===== src/rtl/bus_arb2.sv =====
// Two-master round-robin arbiter with grant parking, lock and a stuck-slave watchdog.
// Latency: parked owner forwards combinationally (0 cycles); a grant switch adds 1 cycle.
// Backpressure: non-owner sees waitrequest=1; owner sees s_waitrequest, or 0 with busfault on abort.
module bus_arb2 #(
    parameter int TIMEOUT = 1024
) (
    input  logic        clk,
    input  logic        reset_n,
    input  logic [31:0] m0_address,
    input  logic        m0_read,
    input  logic        m0_write,
    input  logic [31:0] m0_writedata,
    input  logic [3:0]  m0_byteenable,
    input  logic        m0_lock,
    output logic        m0_waitrequest,
    output logic [31:0] m0_readdata,
    output logic        m0_busfault,
    input  logic [31:0] m1_address,
    input  logic        m1_read,
    input  logic        m1_write,
    input  logic [31:0] m1_writedata,
    input  logic [3:0]  m1_byteenable,
    input  logic        m1_lock,
    output logic        m1_waitrequest,
    output logic [31:0] m1_readdata,
    output logic        m1_busfault,
    output logic [31:0] s_address,
    output logic        s_read,
    output logic        s_write,
    output logic [31:0] s_writedata,
    output logic [3:0]  s_byteenable,
    input  logic        s_waitrequest,
    input  logic [31:0] s_readdata,
    input  logic        s_busfault,
    output logic        owner
);

    // A zero TIMEOUT still needs a legal 1-bit counter; it simply never counts.
    localparam int             CW    = (TIMEOUT > 0) ? $clog2(TIMEOUT + 1) : 1;
    localparam logic [CW-1:0]  TMAX  = CW'(TIMEOUT);
    localparam bit             WD_ON = (TIMEOUT != 0);

    // Bus phase is decoded every cycle from the owner's strobes; owner and the
    // watchdog count are the only stored state.
    typedef enum logic [1:0] {
        PH_IDLE   = 2'd0,
        PH_BUSY   = 2'd1,
        PH_LOCKED = 2'd2
    } phase_t;

    phase_t          phase;
    logic [CW-1:0]   wd_cnt;
    logic [CW-1:0]   wd_cnt_d;
    logic            owner_d;
    logic            own_rd;
    logic            own_wr;
    logic            own_lock;
    logic            own_req;
    logic            oth_req;
    logic            abort;
    logic            complete;
    logic            boundary;
    logic            flip;

    // Grant register and watchdog counter.
    always_ff @(posedge clk or negedge reset_n) begin
        if (!reset_n) begin
            owner  <= 1'b0;
            wd_cnt <= '0;
        end else begin
            owner  <= owner_d;
            wd_cnt <= wd_cnt_d;
        end
    end

    // Phase decode, boundary detection, next grant and next watchdog count.
    always_comb begin
        own_rd   = owner ? m1_read  : m0_read;
        own_wr   = owner ? m1_write : m0_write;
        own_lock = owner ? m1_lock  : m0_lock;
        own_req  = own_rd | own_wr;
        oth_req  = owner ? (m0_read | m0_write) : (m1_read | m1_write);

        abort    = WD_ON && own_req && (wd_cnt == TMAX);
        complete = own_req && (abort || !s_waitrequest);

        phase = PH_IDLE;
        if (own_req)
            phase = PH_BUSY;
        else if (own_lock)
            phase = PH_LOCKED;

        // The completion cycle itself belongs to BUSY; only an unlocked
        // completion (or a truly idle owner) lets the grant move.
        boundary = ((phase == PH_BUSY) && complete && !own_lock) ||
                   (phase == PH_IDLE);
        flip     = boundary && oth_req;
        owner_d  = owner ^ flip;

        wd_cnt_d = wd_cnt;
        if (!own_req || complete || flip)
            wd_cnt_d = '0;
        else if (WD_ON && s_waitrequest)
            wd_cnt_d = wd_cnt + CW'(1);
    end

    // Slave-side forwarding; strobes are suppressed during abort and reset so a
    // stuck or abandoned transfer is dropped rather than repeated.
    always_comb begin
        s_address    = owner ? m1_address    : m0_address;
        s_writedata  = owner ? m1_writedata  : m0_writedata;
        s_byteenable = owner ? m1_byteenable : m0_byteenable;
        s_read       = reset_n && own_rd && !abort;
        s_write      = reset_n && own_wr && !abort;
    end

    // Master-side responses: only the owner ever sees the slave's handshake.
    always_comb begin
        m0_readdata    = s_readdata;
        m1_readdata    = s_readdata;
        m0_waitrequest = !reset_n || owner  || (!abort && s_waitrequest);
        m1_waitrequest = !reset_n || !owner || (!abort && s_waitrequest);
        m0_busfault    = reset_n && !owner && (abort || s_busfault);
        m1_busfault    = reset_n &&  owner && (abort || s_busfault);
    end

endmodule


===== config.mk =====
export PLATFORM = sky130hd
export DESIGN_NAME = bus_arb2
export DESIGN_NICKNAME = d
export VERILOG_FILES = /design/src/rtl/bus_arb2.sv
export SDC_FILE = /design/constraint.sdc
export NUM_CORES = 1
export LEC_CHECK = 0
export BUFFER_PORTS_ARGS = -buffer_cell sky130_fd_sc_hd__buf_4
export CAP_MARGIN = 40
export CORE_AREA = 3 3 121 123
export CTS_CLUSTER_DIAMETER = 60
export CTS_CLUSTER_SIZE = 25
export DETAILED_ROUTE_END_ITERATION = 8
export DIE_AREA = 0 0 124 126
export PLACE_DENSITY_LB_ADDON = 0.2
export SLEW_MARGIN = 10
export SYNTH_ARGS = -nofsm -noshare
export SYNTH_HDL_FRONTEND = slang
export SYNTH_SLANG_ARGS = --single-unit

===== constraint.sdc =====
create_clock -name clk -period 3.3 [get_ports clk]
set_input_delay 0.33 -clock clk [delete_from_list [all_inputs] [get_ports clk]]
set_output_delay 0.33 -clock clk [all_outputs]
set_load 0.005 [all_outputs]

Word-level counts from Yosys, hierarchy flattened. Index checks and enable logic that the tools add are counted.

Bits in registers: 12. Output and inout port bits: 139. Logic and storage cells: 51.

Add/sub/neg operators: 1. Mux-type cells: 11. Bitwise gates (word level): 4. Equal/unequal tests: 2. Reductions and logical operators: 31.

Operators by type and width (count): 32-bit 2-to-1 mux (2); 11-bit 2-to-1 mux (2); 1-bit logical AND (14); 11-bit by 1-bit adder with 11-bit output, second input constant (1); 11-bit equality test, second input constant (1); 1-bit logical OR (9); 1-bit zero test (6); 1-bit 2-to-1 mux (4); 2-bit 2-to-1 mux (2); 4-bit 2-to-1 mux (1); 1-bit OR (3); 2-bit by 1-bit equality test with 1-bit output, second input constant (1); 2-bit zero test (1); 2-bit nonzero test (1); 1-bit XOR (1).

Depth between registers and ports, before layout.
Depth in word-level cells: 11. Mapped depth: 6.

Worst setup path before layout. No wires, ideal clock.

Kind: reg-to-output. From: reg wd_cnt[7]. To: out m0_busfault. Setup slack: 1.696 ns. Cell stages (with the launch flop): 5. Data arrival time: 1.274 ns. Buffers on the path: 0. Cell sequence: dfrtp_1 > nor4_2 > nand4_2 > o21ba_2 > nor3b_2.

Word-level cells in the longest chain between the ends: 4.

Ends and longest elaborated chain: start: declaration (line 52) `logic [CW-1:0] wd_cnt;`; start signal: assignment (line 72) `wd_cnt <= wd_cnt_d;`; 11-bit equality test (line 84) `abort = WD_ON && own_req && (wd_cnt == TMAX);`; 1-bit logical AND (line 84); 1-bit logical OR (line 123) `m0_busfault = reset_n && !owner && (abort || s_busfault);`; 1-bit logical AND (line 123); end: declaration (line 17) `output logic m0_busfault,`.

Every way passes these cells.

Final worst setup path.
From: reg owner. To: out s_address[6].

Word-level cells in the longest chain between the ends: 1.

Ends and longest elaborated chain: start: declaration (line 35) `output logic owner`; start signal: assignment (line 71) `owner <= owner_d;`; 32-bit 2-to-1 mux (line 110) `s_address = owner ? m1_address : m0_address;`; end: declaration (line 27) `output logic [31:0] s_address,`.

Every way passes these cells.

==> flow_metrics.tcl <==
set metrics [dict create \
    fin_crit_ps 2240 \
    fin_worst_skew_ps 3.61 \
    slew_violations 0 \
    setup.worst_path.start "owner" \
    clk_latency_ps 240 \
    diodes 0 \
    grt_pass1_wl_mm 12.7 \
    core_area_um2 13800 \
    yosysWarningCount 0 \
    fillers 1495 \
    numCtsBuffers 3 \
    gp_congestion 0.749 \
    pwr-share-comb_pct 67.4 \
    antenna_found_initial 0 \
    io_pins 317 \
    leakagePower_nw 1.67 \
    p_sw_mw 0.470 \
    setup_slack_ps 1060 \
    drive_gt1_share_pct 81.7 \
    track_usage_pct 10.7 \
    cts_tree "built" \
    r2r_cells 4 \
    synth-seq-cells 12 \
    syn_area_per_cell_um2 9.31 \
    hold_path.class "in -> reg" \
    dp_hpwl_mm 8.22 \
    cts-root-buf "clkbuf_16" \
    worstSetupPathType "reg -> out" \
    dpl_cell_area_um2 3380 \
    post_cts_buffers 0 \
    die_w_um 124 \
    drt-initial-drc-count 54 \
    critPathRequiredTime_ps 2970 \
    clkPwrFrac_pct 17.5 \
    wirelength_mm 9.33 \
    ys_seq_area_share_pct 14.8 \
    p_per_area_nw_per_um2 412 \
    period_share_pct 67.9 \
    cp_cell_sequence "buf_4 -> mux2_2 -> buf_4" \
    post-place-ws_ps 1290 \
    vdd_ir_drop_max_uv 171 \
    p_seq_share_pct 15.1 \
    start_kind "flip-flop" \
    total_power_mw 1.43 \
    setup_viol 0 \
    routedWlPerCell_um 16.9 \
    design.die.area_um2 15600 \
    internal_power_mw 0.963 \
    vias_per_cell 3.71 \
    vias 2045 \
    status "completed" \
    setup_tns_ps 0 \
    cap_viol_max_count 0 \
    critPathSlowestCell "dfrtp_4" \
    clk_path_buf_depth 2 \
    critPathMaxFanout 31 \
    dr.pass1.iters 4 \
    tightest_slew_ps 517 \
    nNetsFinal 552 \
    critPathMaxStageDelay_ps 680 \
    hold_violations 0 \
    crit_top_cell "buf_4" \
    area_growth_pct 71.3 \
    cts.sinks 12 \
    finalInstanceArea_um2 3480 \
    layout_common_cells "buf_4 (222), mux2_2 (68), nor2_1 (19)" \
    arrival_ps 1910 \
    grt_pass1_vias 2111 \
    syn-instance-count 218 \
    critical_path.endpoint_type "output port" \
    fp.dieH_um 126 \
    cts_hold_buf 1 \
    slew_headroom_pct 65.4 \
    netlist_area_um2 2030 \
    final_common_cell "buf_4" \
    r2r-start "owner" \
    synthDistinctLibCells 26 \
    grt-ovfl-total 0 \
    clkSlewWorstSetupHoldPaths_ps 50 \
    drc 0 \
    htree_levels 1 \
    sw_frac_of_total_pct 32.8 \
    initial_core_util_pct 14.7 \
    max_freq_ghz 0.446 \
    worstHoldStart "m0_lock" \
    drtAntennaViolNets 0 \
    hold_depth 3 \
    post_cts_resized 0 \
    fp-row-count 43 \
    portBuffers 220 \
    final_util_pct 25.2 \
    synth.net_count 398 \
    grt_max_degree 32 \
    rsz0062_at_grt "false" \
]
worst max-delay path: cells and delay by family, from the launching register on:
family	cells	cell delay, ps
multiplexers	1	410
buffers and inverters	2	550
flip-flops	1	680
synth_stat cells (all sizes together):
cell type	number	area share (%)
nor3	3	0.74
ha	2	1.2
nand3	5	1.2
xor2	1	0.43
mux2i	2	0.99
nor3b	2	0.99
o21ba	1	0.49
nand2	4	0.74
buf	74	27
nor4	3	1.8
a311oi	1	0.74
nor2	19	3.5
a21oi	1	0.25
a2bb2oi	1	0.74
nand3b	1	0.37
dfrtp	12	15
o21ai	2	0.49
xnor2	8	3.5
nand4	2	0.92
inv	5	0.92
mux2	68	38
a21o	1	0.37
area by class of cell:
type / instances / area, um2 / share of cell area, %
clock buffers: 4 / 88.8 / 2.56
inverters: 5 / 18.8 / 0.540
multi-input cells: 127 / 1160 / 33.4
flip-flops and latches: 12 / 304 / 8.75
well taps: 180 / 225 / 6.48
repair buffers: 223 / 1680 / 48.2
cell families (layout without fill, tap and decap cells):
group                    after synthesis  count (layout)  share of synthesized area [%]
AND/OR/NAND/NOR                       39              39                           10.4
AO/OA/AOI/OAI                          7               7                           3.08
XOR/XNOR                               9               9                           3.88
buffers and inverters                 79             232                           27.9
adder cells (fa/ha/maj)                2               2                           1.23
flip-flops                            12              12                           14.8
multiplexers                          70              70                           38.7
flip-flops by register name (all words and copies together) (netlist names):
register,count
owner,1
wd_cnt,11
power groups by stage:
stage	logic (mW)	registers, mW	clock network, mW
final	0.966	0.217	0.250
after floorplan	0.563	0.167	0
after global routing	1.04	0.227	0.264
after global placement	0.981	0.220	0
after detailed placement	0.985	0.222	0
after CTS	0.991	0.219	0.258
through the flow:
stage                     instances  hold WS [ps]
after floorplan                 218          34.4
after global placement          546           199
after detailed placement        546           203
after CTS                       551           367
after global routing            551           374
final                           551           368
worst paths after layout:
check,to,slack [ps]
setup / recovery,s_address[6],1060
hold / removal,owner,370
setup reg to reg,wd_cnt[7],1500
hold reg to reg,wd_cnt[0],520
max in group asynchronous,owner,2610
min in group asynchronous,wd_cnt[3],490
per-layer routing:
metal,global-route usage (%),up-vias,share of wire (%)
met5,0,-,0
met4,0.838,0,0.21
met3,3.41,6,11
met2,20.9,129,54
met1,11.5,925,34
li1,-,985,-
Power figures use the tool's default switching activity.
